## config.mk

```make
export PLATFORM = sky130hd
export DESIGN_NAME = digit_render
export DESIGN_NICKNAME = d
export VERILOG_FILES = /design/src/rtl/scoreboard_pkg.sv /design/src/rtl/digit_render_seg_decode.sv /design/src/rtl/digit_render.sv
export SDC_FILE = /design/constraint.sdc
export NUM_CORES = 1
export LEC_CHECK = 0
export CORE_MARGIN = 2
export CORE_UTILIZATION = 54
export CTS_CLUSTER_DIAMETER = 80
export CTS_CLUSTER_SIZE = 8
export DETAILED_ROUTE_END_ITERATION = 7
export GPL_TIMING_DRIVEN = 0
export PLACE_DENSITY = 0.77
export SYNTH_ARGS = -nofsm -noshare
export SYNTH_HDL_FRONTEND = slang
export SYNTH_SLANG_ARGS = --single-unit
```

## constraint.sdc

```tcl
create_clock -name clk_dr -period 2.7 [get_ports clk_dr]
set_input_delay 0.27 -clock clk_dr [delete_from_list [all_inputs] [get_ports clk_dr]]
set_output_delay 0.27 -clock clk_dr [all_outputs]
set_load 0.02 [all_outputs]
```

## src/rtl/scoreboard_pkg.sv

```systemverilog
// rtl/scoreboard_pkg.sv - shared constants for the digit renderer
// Holds position codes, segment element codes, the 7-segment glyph table and
// pixel colours. Macro DIGIT_RENDER_BG_EN selects a dim blue cell background
// instead of black.
package scoreboard_pkg;

    localparam logic [2:0] POS_CELL0 = 3'b000;
    localparam logic [2:0] POS_CELL1 = 3'b001;
    localparam logic [2:0] POS_NULL  = 3'b111;

    localparam logic [3:0] ID_BLANK  = 4'b1010;

    // Bit index of each segment inside a glyph mask.
    typedef enum logic [2:0] {
        SEG_A = 3'd0,
        SEG_B = 3'd1,
        SEG_C = 3'd2,
        SEG_D = 3'd3,
        SEG_E = 3'd4,
        SEG_F = 3'd5,
        SEG_G = 3'd6
    } seg_e;

    localparam logic [2:0] FG_RED   = 3'b111;
    localparam logic [2:0] FG_GREEN = 3'b111;
    localparam logic [1:0] FG_BLUE  = 2'b11;

    localparam logic [2:0] BG_RED   = 3'b000;
    localparam logic [2:0] BG_GREEN = 3'b000;
`ifdef DIGIT_RENDER_BG_EN
    localparam logic [1:0] BG_BLUE  = 2'b01;
`else
    localparam logic [1:0] BG_BLUE  = 2'b00;
`endif

    // Glyph masks, bit order g f e d c b a; ids above 9 light nothing.
    function automatic logic [6:0] seg_lookup(input logic [3:0] digit);
        case (digit)
            4'd0:    return 7'b0111111;
            4'd1:    return 7'b0000110;
            4'd2:    return 7'b1011011;
            4'd3:    return 7'b1001111;
            4'd4:    return 7'b1100110;
            4'd5:    return 7'b1101101;
            4'd6:    return 7'b1111101;
            4'd7:    return 7'b0000111;
            4'd8:    return 7'b1111111;
            4'd9:    return 7'b1101111;
            default: return 7'b0000000;
        endcase
    endfunction

endpackage

```

## src/rtl/digit_render_seg_decode.sv

```systemverilog
// rtl/digit_render_seg_decode.sv - combinational segment hit test for one cell
// Ports:
//   digit  - glyph id (0-9, anything else is blank)
//   x, y   - local pixel coordinate inside the cell
//   pix_on - 1 when (x, y) lies on a lit segment of the glyph
module seg_decode
    import scoreboard_pkg::*;
#(
    parameter int CELL_W = 30,
    parameter int CELL_H = 40,
    parameter int SEG_T  = 4,
    parameter int XW     = $clog2(CELL_W),
    parameter int YW     = $clog2(CELL_H)
) (
    input  logic [3:0]    digit,
    input  logic [XW-1:0] x,
    input  logic [YW-1:0] y,
    output logic          pix_on
);

    localparam int MID_LO = CELL_H / 2 - SEG_T / 2;
    localparam int MID_HI = CELL_H / 2 + SEG_T / 2;

    logic signed [31:0] xi;
    logic signed [31:0] yi;
    logic               h_span;
    logic               left;
    logic               right;
    logic [6:0]         hit;

    always_comb begin
        xi     = 32'(x);
        yi     = 32'(y);
        // Horizontal bars stop short of the vertical bars so corners stay dark.
        h_span = (xi >= SEG_T) && (xi < CELL_W - SEG_T);
        left   = (xi < SEG_T);
        right  = (xi >= CELL_W - SEG_T);
        hit    = '0;
        hit[SEG_A] = (yi < SEG_T) && h_span;
        hit[SEG_D] = (yi >= CELL_H - SEG_T) && h_span;
        hit[SEG_G] = (yi >= MID_LO) && (yi < MID_HI) && h_span;
        hit[SEG_F] = left  && (yi >= SEG_T) && (yi < MID_LO);
        hit[SEG_B] = right && (yi >= SEG_T) && (yi < MID_LO);
        hit[SEG_E] = left  && (yi >= MID_HI) && (yi < CELL_H - SEG_T);
        hit[SEG_C] = right && (yi >= MID_HI) && (yi < CELL_H - SEG_T);
        pix_on = |(hit & seg_lookup(digit));
    end

endmodule

```

## src/rtl/digit_render.sv

```systemverilog
// rtl/digit_render.sv - two-cell 7-segment digit pixel renderer
// Ports:
//   clk_dr          - clock, rising edge
//   rst_dr          - synchronous active-high reset
//   enable_dr       - module enable; low clears counters and forces outputs 0
//   mem_position_dr - cell select: 000 cell 0, 001 cell 1, others null
//   mem_id_dr       - digit id 0-9, 1010 blank
//   red_px_dr, green_px_dr, blue_px_dr - registered pixel colour
//   px_valid_dr     - registered, high when the pixel belongs to a cell
// Macro DIGIT_RENDER_BG_EN (via scoreboard_pkg) selects the background colour.
module digit_render
    import scoreboard_pkg::*;
#(
    parameter int CELL_W = 30,
    parameter int CELL_H = 40,
    parameter int SEG_T  = 4
) (
    input  logic       clk_dr,
    input  logic       rst_dr,
    input  logic       enable_dr,
    input  logic [2:0] mem_position_dr,
    input  logic [3:0] mem_id_dr,
    output logic [2:0] red_px_dr,
    output logic [2:0] green_px_dr,
    output logic [1:0] blue_px_dr,
    output logic       px_valid_dr
);

    localparam int XW = $clog2(CELL_W);
    localparam int YW = $clog2(CELL_H);
    localparam logic [XW-1:0] X_LAST = XW'(CELL_W - 1);
    localparam logic [YW-1:0] Y_LAST = YW'(CELL_H - 1);

    logic [XW-1:0] x_q       [2];
    logic [YW-1:0] y_q       [2];
    logic [3:0]    digit_q   [2];
    logic [3:0]    cur_digit [2];
    logic [1:0]    act;
    logic [1:0]    first;
    logic [1:0]    pix_on;

    always_comb begin
        act = '0;
        if (enable_dr) begin
            case (mem_position_dr)
                POS_CELL0: act[0] = 1'b1;
                POS_CELL1: act[1] = 1'b1;
                POS_NULL:  act    = '0;
                default:   act    = '0;
            endcase
        end
    end

    for (genvar g = 0; g < 2; g++) begin : g_cell
        // On the first pixel the register is being loaded this cycle, so the
        // incoming id is used directly to keep the whole frame on one glyph.
        assign first[g]     = (x_q[g] == '0) && (y_q[g] == '0);
        assign cur_digit[g] = first[g] ? mem_id_dr : digit_q[g];

        seg_decode #(
            .CELL_W (CELL_W),
            .CELL_H (CELL_H),
            .SEG_T  (SEG_T),
            .XW     (XW),
            .YW     (YW)
        ) u_seg_decode (
            .digit  (cur_digit[g]),
            .x      (x_q[g]),
            .y      (y_q[g]),
            .pix_on (pix_on[g])
        );
    end

    always_ff @(posedge clk_dr) begin
        if (rst_dr || !enable_dr) begin
            for (int i = 0; i < 2; i++) begin
                x_q[i]     <= '0;
                y_q[i]     <= '0;
                digit_q[i] <= ID_BLANK;
            end
            red_px_dr   <= '0;
            green_px_dr <= '0;
            blue_px_dr  <= '0;
            px_valid_dr <= 1'b0;
        end else begin
            for (int i = 0; i < 2; i++) begin
                if (act[i]) begin
                    if (first[i]) begin
                        digit_q[i] <= mem_id_dr;
                    end
                    if (x_q[i] == X_LAST) begin
                        x_q[i] <= '0;
                        y_q[i] <= (y_q[i] == Y_LAST) ? '0 : y_q[i] + YW'(1);
                    end else begin
                        x_q[i] <= x_q[i] + XW'(1);
                    end
                end
            end
            if (act != 2'b00) begin
                px_valid_dr <= 1'b1;
                if ((act[0] && pix_on[0]) || (act[1] && pix_on[1])) begin
                    red_px_dr   <= FG_RED;
                    green_px_dr <= FG_GREEN;
                    blue_px_dr  <= FG_BLUE;
                end else begin
                    red_px_dr   <= BG_RED;
                    green_px_dr <= BG_GREEN;
                    blue_px_dr  <= BG_BLUE;
                end
            end else begin
                red_px_dr   <= '0;
                green_px_dr <= '0;
                blue_px_dr  <= '0;
                px_valid_dr <= 1'b0;
            end
        end
    end

endmodule

```

==> impl_metrics.ini <==
[worst_setup_path]
required_ps = 2860
r2r_cells = 12
r2r_slack_ps = -50
rr_endpoint = green_px_dr[1]$_SDFF_PP0_
critPathCapture = green_px_dr[1]$_SDFF_PP0_
critPathLaunchType = register
worst_path_max_delay_cell = edfxtp_1
worstPathCellList = buf_8 > nor4_4 > and4_1 > buf_6 > mux2_4 > ha_4 > nor2b_4 > a221oi_2 > a31oi_1 > and3_1 > a211oi_2 > o22ai_1
arrival_ps = 2910
crit_path_end_kind = register
reg2reg_from = y_q[0][10]$_SDFFCE_PP0P_
cp_slowest_stage_delay_ps = 400
crit_type = reg2reg
crit_path_start = y_q[0][10]$_SDFFCE_PP0P_
cp_max_fo = 7

[timing]
finalSetupViolCount = 1
worst_slew_pin_slew_ps = 921.6
maxSlewHeadroom_pct = 37.91
fin_crit_ps = 2751
timing.final.crit_share_pct = 101.9
finalWorstSetupSlack_ps = -50.80
max_freq_mhz = 363.5
slew_viol_final = 0
hold_viol = 0
final.setup.tns_ps = -50.80
rsz0062_at_grt = true
clock_skew_ps = 8.140

[pwr]
p_seq_share_pct = 49.1
power_mw = 1.183
power.density_nw_per_um2 = 365.0
internal_power_mw = 0.8521
peakVddDrop_v = 0.0003634
pwr-share-clk_pct = 29.9
p_leak_nw = 1.263
switchingPower_mw = 0.3306
power_frac_comb_pct = 21.1
p_sw_share_pct = 27.95

[place]
portBuffers = 14
hpwl_mm = 4.131
place_inst = 388
gp_congestion = 0.9421
post_dp_cell_area_sq_um = 2943
place_ws_ps = -389.7

[cts]
htree_levels = 2
clkSinkCount = 32
clockBufferDepth = 2
cts_tree = built
cts.clk_slew.worst_paths_ps = 70
cts_made_buffers = 5
cts-root-buf = clkbuf_8
clk_latency_ps = 280
hold_buffers = 0

[global_route]
antenna_found_initial = 0
grt_pass1_vias = 2056
overflow = 0
grt_max_degree = 11
grt_pass1_wl_mm = 9.239
track_usage_pct = 21.67

[layout]
layout_commonest_cell = nor2_1
final_cells = 409
area_delta_synth_final_pct = 20.86
mostFrequentLayoutCells = nor2_1, edfxtp_1, inv_1
antennaDiodeCount = 0
nNetsFinal = 369
design_area_sq_um = 3241
drive_above_1_share_pct = 19.30

[yosys]
syn-num-nets = 335
yosys_warnings = 0
synthCells = 307
ys_seq_area_share_pct = 35.09
ys_types = 56
synth_edf_count = 30
async_flop_share_pct = 0
netlist_area_sq_um = 2681
synthFlopType = edfxtp_1
avgSynthCellArea_sq_um = 8.734
ys_seq_elements = 32

[run_status]
status = finished, violations left
failed_checks = negative setup slack

[floorplanning]
pin_count = 19
die-area_sq_um = 5545
start_util_pct = 56.39
core_area_sq_um = 4755
rows = 25
die_w_microns = 74.47
die_h_microns = 74.47

[run]
maxCapViolCount = 0

[detailed_routing]
via_per_inst = 5.548
wire_per_inst_microns = 14.03
vias = 2269
ant_nets = 0
drtIter0Drc = 148
routed_wl_mm = 5.739
drc = 0
firstDrtPassIters = 4

[worst_hold_path]
min_path_type = in2reg
power by group through the flow:
stage	logic [mW]	clock network, mW	registers [mW]
after global placement	0.205	0	0.587
final	0.249	0.353	0.580
after CTS	0.226	0.360	0.579
after global routing	0.274	0.385	0.583
after detailed placement	0.207	0	0.588
after floorplan	0.161	0	0.584
sequential cells by signal (all words and copies together) (netlist names):
| signal | flops |
|---|---|
| digit_q | 8 |
| x_q | 10 |
| y_q | 12 |
| px_valid_dr | 1 |
| green_px_dr | 1 |
layer usage:
metal | global-route usage [%] | part of all wire, % | up-vias
met5 | 0 | 0 | -
met4 | 6.548 | 0.99 | 0
met3 | 3.523 | 4.2 | 5
met2 | 35.10 | 48 | 56
met1 | 29.98 | 47 | 1054
li1 | - | - | 1154
cell type report:
| cell class | instances | area [sq um] |
|---|---|---|
| clock inverters | 2 | 11.26 |
| repair buffers | 28 | 245.2 |
| multi-input cells | 221 | 1589 |
| plain buffers | 27 | 200.2 |
| clock buffers | 6 | 72.57 |
| well taps | 67 | 83.83 |
| fillers | 395 | 1514 |
| flip-flops and latches | 32 | 940.9 |
| inverters | 26 | 97.59 |
synth_stat cells (7+ instances only):
library cell | n | share of area [%]
o21ai_0 | 13 | 2.4
xnor2_1 | 7 | 2.3
inv_1 | 25 | 3.5
a21oi_1 | 10 | 1.9
nand3_1 | 15 | 2.8
xor2_1 | 8 | 2.6
edfxtp_1 | 30 | 34
nor2_1 | 41 | 5.7
clkbuf_1 | 12 | 1.7
buf_4 | 8 | 2.2
ha_1 | 18 | 8.4
nand2_1 | 25 | 3.5
nor3_1 | 11 | 2.1
what timing repair did:
item	4_1_cts	5_1_grt
pin swaps	4	13
gates resized for setup	11	16
endpoints found under the setup margin	1	1
buffers inserted	6	8
gates cloned	0	0
cell families after synthesis:
family / synth area share, %
simple gates: 22.82
compound gates: 14.75
buf+inv: 9.986
flops: 35.09
fa+ha+maj: 8.400
xor+xnor: 4.900
mux: 4.060
critical path, delay by kind of cell, from the launching register on:
kind	cells	cell delay (ps)
AO/OA/AOI/OAI	4	640
adder cells (fa/ha/maj)	1	170
buffers and inverters	2	270
flip-flops	1	400
multiplexers	1	330
AND/OR/NAND/NOR	4	820
metrics by stage:
step                hold slack [ps]  util, %
floorplan                     459.1        -
global placement              614.7    61.89
detailed placement            622.0    61.89
CTS                           434.2    65.84
global route                  459.2    68.16
finish                        438.5    68.16
worst min path at each step:
stage	start	end	slack, ps	depth (start not counted)
after floorplan	mem_position_dr[2]	green_px_dr[1]$_SDFF_PP0_	460	3
after global routing	mem_id_dr[3]	digit_q[0][7]$_DFFE_PP_	460	2
final	mem_id_dr[3]	digit_q[0][7]$_DFFE_PP_	440	2
after CTS	mem_id_dr[3]	digit_q[0][7]$_DFFE_PP_	430	2
after global placement	y_q[0][6]$_SDFFCE_PP0P_	y_q[0][6]$_SDFFCE_PP0P_	610	1
after detailed placement	y_q[0][0]$_SDFFCE_PP0P_	y_q[0][0]$_SDFFCE_PP0P_	620	1
Power figures use the tool's default switching activity.
